File: config.mk
export PLATFORM = sky130hd
export DESIGN_NAME = b07_point_loader
export DESIGN_NICKNAME = d
export VERILOG_FILES = /design/src/rtl/b07_point_loader.sv
export SDC_FILE = /design/constraint.sdc
export NUM_CORES = 1
export LEC_CHECK = 0
export ABC_CLOCK_PERIOD_IN_PS = 3900
export CORE_UTILIZATION = 55
export CTS_CLUSTER_DIAMETER = 40
export DETAILED_ROUTE_END_ITERATION = 10
export PLACE_DENSITY = 0.73
export SYNTH_ARGS = -nofsm -noshare
export SYNTH_HDL_FRONTEND = slang
export SYNTH_SLANG_ARGS = --single-unit
File: constraint.sdc
create_clock -name clock -period 3.9 [get_ports clock]
set_input_delay 0.78 -clock clock [delete_from_list [all_inputs] [get_ports clock]]
set_output_delay 0.78 -clock clock [all_outputs]
set_load 0.02 [all_outputs]
File: src/rtl/b07_point_loader.sv
`default_nettype none
// ============================================================================
// Module   : b07_point_loader
// Purpose  : Loads a DEPTH x 8-bit point table from a valid/ready byte stream,
//            then hands the full table to a downstream evaluator with a
//            registered start/busy handshake. The table is frozen while the
//            evaluator runs. A start that is never acknowledged times out,
//            raises a sticky error and drops the partial pass.
// Ports    : clock       - single rising-edge clock
//            reset       - synchronous, active-low reset
//            in_valid    - upstream byte present
//            in_data     - upstream byte
//            in_ready    - loader accepts a byte this cycle
//            rd_addr     - evaluator read address
//            rd_data     - table[rd_addr], combinational
//            busy        - evaluator is running a pass
//            start       - registered request to begin a pass
//            table_full  - every entry written for the current pass
//            pass_cnt    - passes handed off, wraps 255->0
//            timeout_err - sticky: a start handoff timed out
// Revision : 1.0 - initial release
// ============================================================================
module b07_point_loader #(
  parameter int DEPTH         = 16,
  parameter int START_TIMEOUT = 64,
  localparam int AW           = $clog2(DEPTH)
) (
  input  logic          clock,
  input  logic          reset,
  input  logic          in_valid,
  input  logic [7:0]    in_data,
  output logic          in_ready,
  input  logic [AW-1:0] rd_addr,
  output logic [7:0]    rd_data,
  input  logic          busy,
  output logic          start,
  output logic          table_full,
  output logic [7:0]    pass_cnt,
  output logic          timeout_err
);

  typedef enum logic [1:0] {
    S_FILL  = 2'd0,
    S_START = 2'd1,
    S_DRAIN = 2'd2
  } state_t;

  localparam logic [AW-1:0] LAST_PTR = AW'(DEPTH - 1);
  // The counter holds the number of busy==0 cycles already spent in START,
  // so the timeout fires on the edge that closes the START_TIMEOUT-th cycle.
  localparam logic [6:0]    TMO_LAST = 7'(START_TIMEOUT - 1);

  state_t          state_q,       state_d;
  logic [AW-1:0]   wr_ptr_q,      wr_ptr_d;
  logic [7:0]      tbl_q [DEPTH];
  logic [7:0]      tbl_d [DEPTH];
  logic            start_q,       start_d;
  logic            table_full_q,  table_full_d;
  logic [7:0]      pass_cnt_q,    pass_cnt_d;
  logic            timeout_err_q, timeout_err_d;
  logic [6:0]      tmo_cnt_q,     tmo_cnt_d;
  logic            xfer;

  // in_ready is forced low while reset is applied so no byte is ever
  // reported as consumed in a cycle that the reset will discard.
  assign in_ready    = (state_q == S_FILL) && reset;
  assign xfer        = in_valid && in_ready;

  // Read straight from the registers: a same-cycle write shows up next cycle.
  assign rd_data     = tbl_q[rd_addr];
  assign start       = start_q;
  assign table_full  = table_full_q;
  assign pass_cnt    = pass_cnt_q;
  assign timeout_err = timeout_err_q;

  always_comb begin
    state_d       = state_q;
    wr_ptr_d      = wr_ptr_q;
    tbl_d         = tbl_q;
    start_d       = 1'b0;
    table_full_d  = table_full_q;
    pass_cnt_d    = pass_cnt_q;
    timeout_err_d = timeout_err_q;
    tmo_cnt_d     = tmo_cnt_q;

    case (state_q)
      S_FILL: begin
        // busy is deliberately ignored here.
        if (xfer) begin
          tbl_d[wr_ptr_q] = in_data;
          if (wr_ptr_q == LAST_PTR) begin
            wr_ptr_d     = '0;
            table_full_d = 1'b1;
            state_d      = S_START;
            start_d      = 1'b1;
            tmo_cnt_d    = '0;
          end else begin
            wr_ptr_d = wr_ptr_q + 1'b1;
          end
        end
      end

      S_START: begin
        if (busy) begin
          state_d    = S_DRAIN;
          pass_cnt_d = pass_cnt_q + 8'd1;
        end else if (tmo_cnt_q == TMO_LAST) begin
          // Abandon this pass: the loaded data is treated as stale.
          timeout_err_d = 1'b1;
          table_full_d  = 1'b0;
          wr_ptr_d      = '0;
          state_d       = S_FILL;
        end else begin
          start_d   = 1'b1;
          tmo_cnt_d = (tmo_cnt_q == 7'h7F) ? tmo_cnt_q : tmo_cnt_q + 7'd1;
        end
      end

      S_DRAIN: begin
        if (!busy) begin
          table_full_d = 1'b0;
          state_d      = S_FILL;
        end
      end

      default: begin
        state_d = S_FILL;
      end
    endcase
  end

  always_ff @(posedge clock) begin
    if (!reset) begin
      state_q       <= S_FILL;
      wr_ptr_q      <= '0;
      tbl_q         <= '{default: 8'h00};
      start_q       <= 1'b0;
      table_full_q  <= 1'b0;
      pass_cnt_q    <= 8'h00;
      timeout_err_q <= 1'b0;
      tmo_cnt_q     <= '0;
    end else begin
      state_q       <= state_d;
      wr_ptr_q      <= wr_ptr_d;
      tbl_q         <= tbl_d;
      start_q       <= start_d;
      table_full_q  <= table_full_d;
      pass_cnt_q    <= pass_cnt_d;
      timeout_err_q <= timeout_err_d;
      tmo_cnt_q     <= tmo_cnt_d;
    end
  end

endmodule
`default_nettype wire
; ---- After elaboration in Yosys (flattened, before gate mapping)
; Index checks and enable logic that the tools add are counted.
[word_totals]
regBits = 152
out_inout_bits = 20
in_bits = 16
[op_classes]
n_addsub = 3
mux = 34
n_reduce_logical = 13
n_eq_ne = 13
bitwise_logic = 3
order_cmp = 3
[op_table]
columns = cell, count
row1 = 128-bit bitwise mux, 1
row2 = 7-bit 2-to-1 mux, 5
row3 = 8-bit binary-select mux with 4-bit select, 1
row4 = 8-bit demux with 4-bit select, 1
row5 = 8-bit 2-to-1 mux, 3
row6 = 4-bit 2-to-1 mux, 4
row7 = 7-bit case mux with 2 select lines, 1
row8 = "2-bit != test, second input constant", 6
row9 = 6-bit AND reduction, 2
row10 = "5-bit greater-or-equal comparator, second input constant", 2
row11 = 2-bit 2-to-1 mux, 5
row12 = 4-bit NOT with 5-bit output, 2
row13 = 1-bit 2-to-1 mux, 9
row14 = "8-bit by 1-bit adder with 8-bit output, second input constant", 1
row15 = 4-bit case mux with 2 select lines, 1
row16 = 4-bit AND reduction, 2
row17 = "7-bit by 1-bit adder with 7-bit output, second input constant", 1
row18 = "7-bit by 6-bit == test with 1-bit output, second input constant", 1
row19 = "7-bit == test, second input constant", 1
row20 = 2-bit case mux with 3 select lines, 1
row21 = "5-bit by 1-bit < comparator with 1-bit output, second input constant", 1
row22 = "4-bit by 1-bit adder with 4-bit output, second input constant", 1
row23 = "4-bit == test, second input constant", 1
row24 = 2-bit AND reduction, 2
row25 = other kinds (12), 14

; ---- Logic depth before layout (Yosys ltp)
; Gate-level depths: netlist (run 1).
[depth]
word_depth = 6
mapped_depth = 8

; ---- Worst setup path before layout (run 1)
; OpenSTA, ideal clock, no wires.
[synth_timing]
path_kind = input -> output
start = in rd_addr[0]
end = out rd_data[1]
t_required_ns = 3.120
path_slack_ns = 0.959
arrival_time_ns = 2.161
cell_stages = 5
cell_sequence = clkbuf_1 buf_2 mux4_2 a22oi_1 nand2_1
[synth_between]
elab_chain_len = 4
[synth_lines]
columns = item, line_no
row1 = "start, declared", 33  ; input logic [AW-1:0] rd_addr,
row2 = 4-bit NOT with 5-bit output (implied by the code), 70  ; assign rd_data = tbl_q[rd_addr];
row3 = 8-bit binary-select mux with 4-bit select, 70
row4 = 8-bit 2-to-1 mux (implied by the code) (2 in series), 70
row5 = "end, declared", 34  ; output logic [7:0] rd_data,
; No other way between the ends. The select of a mux whose other input is x is not followed.

; ---- Worst setup path in the final report (run 1)
[layout_timing]
start = in rd_addr[1]
end = out rd_data[6]
; The elaborated chain is that of the path after synthesis.

==> impl_results.md, run 1 <==
* Outcome: completed
* Post-synthesis cell count at 778
* Layout area overhead at 14.85%
* Ant diodes at 0
* Core Box Area at 0.01211 mm^2
* Syn nets at 803
* Sequential area share after synthesis at 44.04%
* Slew headroom at 22.92%
* Final Max Tran Viols at 0
* Setup TNS at 0 ps
* Tot Pwr at 0.003411 W
* Via density at 6.220
* Clock Sinks at 152
* Post-CTS Hold Buffers at 0
* Post-DP Area at 0.007343 mm^2
* IO Count at 36
* Chip height at 114.1 um
* Placer Congestion at 0.8674
* Post-DP HPWL at 12.00 mm
* Die Wd at 114.1 um
* Hold Startpoint: table_full
* Clock latency on the worst-skew pair at 440 ps
* Final #Nets at 806
* Post-synth EDFFs at 0
* Synth unique cells at 42
* Clk buf depth at 2
* Reg2Reg Setup Slack at 1230 ps
* Fin crit share at 94.50%
* Remaining Overflow, GRT at 0
* Max-cap violations at 0
* Leakage power at 2.932 nW
* Element type at the critical path end: output port
* Postcts setup bufs at 0
* Critical path arrival at 2910 ps
* Cell depth of the worst hold path at 2
* Pin count of the biggest net entering global routing at 66
* RR Endpoint: tbl_q[78]
* Vias in the first global route at 5,571
* Initial antenna violation count at 0
* Synthesized area per cell at 8.881 um^2
* HP Class: flip-flop to flip-flop
* Global-route wire length before repair at 29.26 mm
* Post-route design area at 0.007935 mm^2
* Reg-to-Reg Start: state_q[0]
* Cts bufs inserted at 17
* Htree depth at 4
* Final core occ at 65.52%
* Routed length per placed instance at 19.18 um
* Cells on worst reg2reg path at 7
* Async SR Flop Fraction at 0%
* Pre-Repair DR Iteration Count at 6
* Ys flop type: dfxtp_1
* Post-Route WL at 18.45 mm
* Kind of critical path: input pin to output port
* Clock transition at path regs at 60 ps
* Power per standard cell area at 429.9 mW/mm^2
* Worst Skew at 6.761 ps
* Worst Path Required at 3120 ps
* WHS Endpoint: table_full
* Pre-CTS setup slack at 235.2 ps
* Layout cells sized above 1 at 10.71%
* RSZ-0062 raised after global routing: false
* CP Max Fanout at 18
* Hold Violations, Final at 0
* Syn. warnings at 0
* Worst slew pin tran at 1156 ps
* Post-synthesis instance area at 0.006909 mm^2
* Setup Viol. Count Final at 0
* Starting DRT DRC Count at 785
* Peak VDD IR at 0.3377 mV
* Fmax at 0.2713 GHz
* ANT nets after route at 0
* FP Rows at 40
* Vias at 5,984
* Final worst slack at 214.5 ps
* # DRC at 0
* #FFs+latches synth at 152
* Number of gates resized after cts at 0
* Period minus WS final at 3685 ps
* Die area at 0.01301 mm^2
* Clock root cell: clkbuf_16
* Startpoint Class: input pin
* CTS tree: done
* GRT Total Usage at 29.64%
* Initial core utilization at 57.05%
* Number of I/O port buffers at 35
==> kinds of logic after synthesis <==
| logic type | count (synthesis) | share of synthesized area, % |
|---|---|---|
| buffers and inverters | 74 | 4.455 |
| xor gates and xnor gates | 7 | 0.8874 |
| and+or+nand+nor | 231 | 14.60 |
| DFF | 152 | 44.04 |
| AOI/OAI and AO/OA | 235 | 18.45 |
| muxes | 70 | 15.94 |
| adders and majority gates | 9 | 1.630 |
==> stage by stage <==
stage               std cells  hold slack [ps]
finish                    962            462.7
global placement          930            444.3
floorplan                 778            420.2
CTS                       962            466.4
global route              962            483.8
detailed placement        930            452.4
==> layout make-up <==
cell class | instances | area, um^2
Clock buffer | 21 | 470.5
Clock inverter | 11 | 121.4
Fill cell | 996 | 4177
Inverter | 7 | 28.78
Multi-Input combinational cell | 552 | 3558
Sequential cell | 152 | 3043
Tap cell | 168 | 210.2
Timing Repair Buffer | 51 | 503.0
==> report_power, final <==
| group | internal [W] | switching, W | leakage (nW) |
|---|---|---|---|
| Sequential | 0.00156 | 0.0000104 | 1.23 |
| Clock | 0.000990 | 0.000660 | 0.289 |
| Combinational | 0.0000660 | 0.000121 | 1.42 |
==> worst max-delay path, stage by stage <==
cell and delay, ps:
clkdlybuf4s50_1 570, buf_4 300, mux4_2 340, a22oi_1 250, nand2_1 90, clkdlybuf4s50_1 550
==> synth_stat cells, types with 2 or more instances <==
| cell type | count | area, um^2 |
|---|---|---|
| buf_2 | 12 | 60.06 |
| a22oi_1 | 16 | 120.1 |
| o21a_1 | 3 | 22.52 |
| inv_1 | 7 | 26.28 |
| buf_4 | 2 | 15.01 |
| o31ai_1 | 3 | 22.52 |
| nor2_1 | 57 | 214.0 |
| mux4_2 | 32 | 720.7 |
| a211oi_1 | 3 | 22.52 |
| or3_1 | 6 | 37.54 |
| nor3_1 | 3 | 15.01 |
| nand2b_1 | 9 | 56.30 |
| and3_1 | 3 | 18.77 |
| dfxtp_1 | 152 | 3043 |
| o31a_1 | 2 | 17.52 |
| o21ai_0 | 100 | 500.5 |
| mux2i_1 | 38 | 380.4 |
| nand4_2 | 4 | 50.05 |
| nor2b_1 | 3 | 18.77 |
| ha_1 | 9 | 112.6 |
| and2_1 | 5 | 31.28 |
| nand2_1 | 127 | 476.7 |
| nand4_1 | 5 | 31.28 |
| nand3_1 | 5 | 25.02 |
| clkbuf_1 | 41 | 153.9 |
| buf_1 | 11 | 41.29 |
| xor2_1 | 6 | 52.55 |
| a21oi_1 | 99 | 495.5 |
| o311ai_0 | 2 | 17.52 |
==> worst max-delay path by stage <==
stage / endpoint / cells past startpoint / startpoint
after CTS: rd_data[6] / 6 / rd_addr[1]
after global routing: rd_data[6] / 6 / rd_addr[1]
after floorplan: rd_data[1] / 5 / rd_addr[0]
final: rd_data[6] / 6 / rd_addr[1]
after detailed placement: rd_data[7] / 6 / rd_addr[1]
after global placement: rd_data[7] / 6 / rd_addr[1]
==> state kept, by name, summed over array words and instances, names as in the netlist <==
signal / count
pass_cnt: 8
state_q: 2
table_full: 1
start: 1
timeout_err: 1
wr_ptr_q: 4
tmo_cnt_q: 7
tbl_q: 128
==> placed cells by master (no fill, tap or decap), types with 5 or more instances in the layout <==
| cell type | instances |
|---|---|
| dfxtp_1 | 152 |
| nand2_1 | 127 |
| o21ai_0 | 100 |
| a21oi_1 | 99 |
| nor2_1 | 57 |
| mux2i_1 | 38 |
| clkdlybuf4s50_1 | 34 |
| mux4_2 | 32 |
| clkbuf_16 | 17 |
| a22oi_1 | 16 |
| buf_4 | 13 |
| nand2b_1 | 9 |
| ha_1 | 9 |
| inv_1 | 6 |
| or3_1 | 6 |
| xor2_1 | 6 |
| nand3_1 | 5 |
| and2_1 | 5 |
| nand4_1 | 5 |
==> routing by layer <==
layer / vias to the layer above / track usage [%] / routed length, um
li1: 2753 / - / -
met1: 2911 / 37.35 / 7511
met2: 268 / 48.00 / 9057
met3: 52 / 5.823 / 1310
met4: 0 / 16.45 / 569
met5: - / 0 / 0
Note: power is estimated with default switching activity, not from simulation.
==> inputs of run 2 (changes only) <==
--- a/config.mk
+++ b/config.mk
@@ -6,10 +6,10 @@
 export NUM_CORES = 1
 export LEC_CHECK = 0
 export ABC_CLOCK_PERIOD_IN_PS = 3900
-export CORE_UTILIZATION = 55
+export CORE_UTILIZATION = 64
 export CTS_CLUSTER_DIAMETER = 40
 export DETAILED_ROUTE_END_ITERATION = 10
-export PLACE_DENSITY = 0.73
+export PLACE_DENSITY = 0.83
 export SYNTH_ARGS = -nofsm -noshare
 export SYNTH_HDL_FRONTEND = slang
 export SYNTH_SLANG_ARGS = --single-unit
==> impl_results.md, run 2 (synthesis results as in run 1) <==
* Cells on worst reg2reg path at 7 (unchanged)
* Chip height at 105.9 um (was 114.1 um)
* Via density at 6.534 (was 6.220)
* Slew headroom at 18.41% (was 22.92%)
* Power per standard cell area at 410.8 mW/mm^2 (was 429.9 mW/mm^2)
* Setup TNS at 0 ps (unchanged)
* Dpl cells at 896 (was 930)
* Final Max Tran Viols at 0 (unchanged)
* Starting DRT DRC Count at 630 (was 785)
* Placer Congestion at 0.8980 (was 0.8674)
* Number of I/O port buffers at 35 (unchanged)
* Vias in the first global route at 5,880 (was 5,571)
* Remaining Overflow, GRT at 0 (unchanged)
* Period minus WS final at 3739 ps (was 3685 ps)
* Clk buf depth at 2 (unchanged)
* Critical path arrival at 2960 ps (was 2910 ps)
* Met1 usage at 41.86% (was 37.35%)
* Global-route wire length before repair at 29.49 mm (was 29.26 mm)
* Met3 usage at 7.051% (was 5.823%)
* GR peak layer: met2 (unchanged)
* Htree depth at 4 (unchanged)
* FP Rows at 37 (was 40)
* Clock latency on the worst-skew pair at 520 ps (was 440 ps)
* Crit path from: rd_addr[1] (unchanged)
* Max-cap violations at 0 (unchanged)
* GRT Total Usage at 33.81% (was 29.64%)
* # DRC at 0 (unchanged)
* ANT nets after route at 0 (unchanged)
* Post-Route WL at 18.14 mm (was 18.45 mm)
* Kind of critical path: input pin to output port (unchanged)
* Leakage power at 2.877 nW (was 2.932 nW)
* CP Max Fanout at 18 (unchanged)
* Peak VDD IR at 0.4086 mV (was 0.3377 mV)
* Fin crit share at 95.86% (was 94.50%)
* Fmax at 0.2675 GHz (was 0.2713 GHz)
* Routed length per placed instance at 19.56 um (was 19.18 um)
* Post-DP HPWL at 11.77 mm (was 12.00 mm)
* Number of gates resized after cts at 0 (unchanged)
* Final #Nets at 804 (was 806)
* Clock root cell: clkbuf_8 (was clkbuf_16)
* Clock Sinks at 152 (unchanged)
* Biggest register: tbl_q (unchanged)
* Die Wd at 105.9 um (was 114.1 um)
* Die area at 0.01121 mm^2 (was 0.01301 mm^2)
* Post-CTS Hold Buffers at 0 (unchanged)
* Final Non-Filler Cells at 927 (was 962)
* IO Count at 36 (unchanged)
* Postcts setup bufs at 0 (unchanged)
* Element type at the critical path end: output port (unchanged)
* Reg2Reg Setup Slack at 1200 ps (was 1230 ps)
* Hold Violations, Final at 0 (unchanged)
* Most frequent cells in the layout: dfxtp_1, nand2_1, o21ai_0 (unchanged)
* Vias at 6,057 (was 5,984)
* Largest register FFs at 128 (unchanged)
* Pin count of the biggest net entering global routing at 50 (was 66)
* Core Box Area at 0.01042 mm^2 (was 0.01211 mm^2)
* Met2 GRT Util at 55.84% (was 48.00%)
* Setup Viol. Count Final at 0 (unchanged)
* Clock transition at path regs at 60 ps (about the same)
* Worst Path Required at 3120 ps (about the same)
* HP Class: flip-flop to flip-flop (unchanged)
* Pre-Repair DR Iteration Count at 5 (was 6)
* Setup crit end: rd_data[3] (was rd_data[6])
* Outcome: completed (unchanged)
* Initial core utilization at 66.33% (was 57.05%)
* RSZ-0062 raised after global routing: false (unchanged)
* Layout cells sized above 1 at 10.37% (was 10.71%)
* Startpoint Class: input pin (unchanged)
* CTS tree: done (unchanged)
* Reg-to-Reg Start: state_q[1] (was state_q[0])
* Initial antenna violation count at 0 (unchanged)
* Cts bufs inserted at 17 (unchanged)
* Ant diodes at 0 (unchanged)
* Worst Skew at 4.271 ps (was 6.761 ps)
* RR Endpoint: tbl_q[8] (was tbl_q[78])
* Commonest non-fill, non-tap cell in the layout: dfxtp_1 (unchanged)
* Worst slew pin tran at 1224 ps (was 1156 ps)
* Layout area overhead at 12.68% (was 14.85%)
## run 2: cell count changes in the layout (fill, tap and decap cells not counted), sizes merged
cell	before	now
buf	17	15
bufinv	2	0
clkbuf	21	20
clkinv	6	9
clkinvlp	2	3
inv	8	6
## run 2: power breakdown
group	switching [W]	leakage, nW	internal, W
Sequential	0.0000100	1.23	0.00156
Combinational	0.000121	1.40	0.0000630
Clock	0.000631	0.252	0.000810
## run 2: worst min-delay path by stage
stage | startpoint | endpoint | slack, ps | cells after the start
2_1_floorplan | tmo_cnt_q[6] | tmo_cnt_q[6] | 420 | 1
3_3_place_gp | tmo_cnt_q[6] | tmo_cnt_q[6] | 440 | 1
3_5_place_dp | tmo_cnt_q[6] | tmo_cnt_q[6] | 440 | 1
4_1_cts | tmo_cnt_q[6] | tmo_cnt_q[6] | 460 | 1
5_1_grt | tmo_cnt_q[6] | tmo_cnt_q[6] | 500 | 1
6_report | tmo_cnt_q[6] | tmo_cnt_q[6] | 460 | 1
## run 2: per-stage QoR
stage | utilization [%] | cell area (um^2) | total power (W) | hold WS [ps] | setup slack, ps
final | 74.74 | 7785 | 0.003198 | 456.2 | 161.3
after global routing | 74.74 | 7785 | 0.003295 | 498.3 | 69.65
after CTS | 74.74 | 7785 | 0.003204 | 456.3 | 171.6
after detailed placement | 69.72 | 7262 | 0.001784 | 439.2 | 179.6
after global placement | 69.72 | 7262 | 0.001779 | 441.7 | 312.5
after floorplan | - | 6909 | 0.001724 | 420.2 | 958.6
## run 2: routing by layer
metal | routed length [um] | up-vias
met4 | 686 | 0
met2 | 8871 | 338
met5 | 0 | -
li1 | - | 2749
met3 | 1634 | 70
met1 | 6942 | 2900
## run 2: layout make-up
cell class	count	area (um^2)
sequential	152	3043
timing repair buffer	49	462.9
clock buffer	20	445.4
clock inverter	11	77.57
tap	136	170.2
fill	724	2631
inverter	7	27.53
multi-input combinational	552	3558
## run 2: critical path, stage by stage
cell             delay, ps
clkdlybuf4s50_1        560
buf_4                  280
mux4_2                 350
a22oi_1                320
nand2_1                110
clkdlybuf4s50_1        550
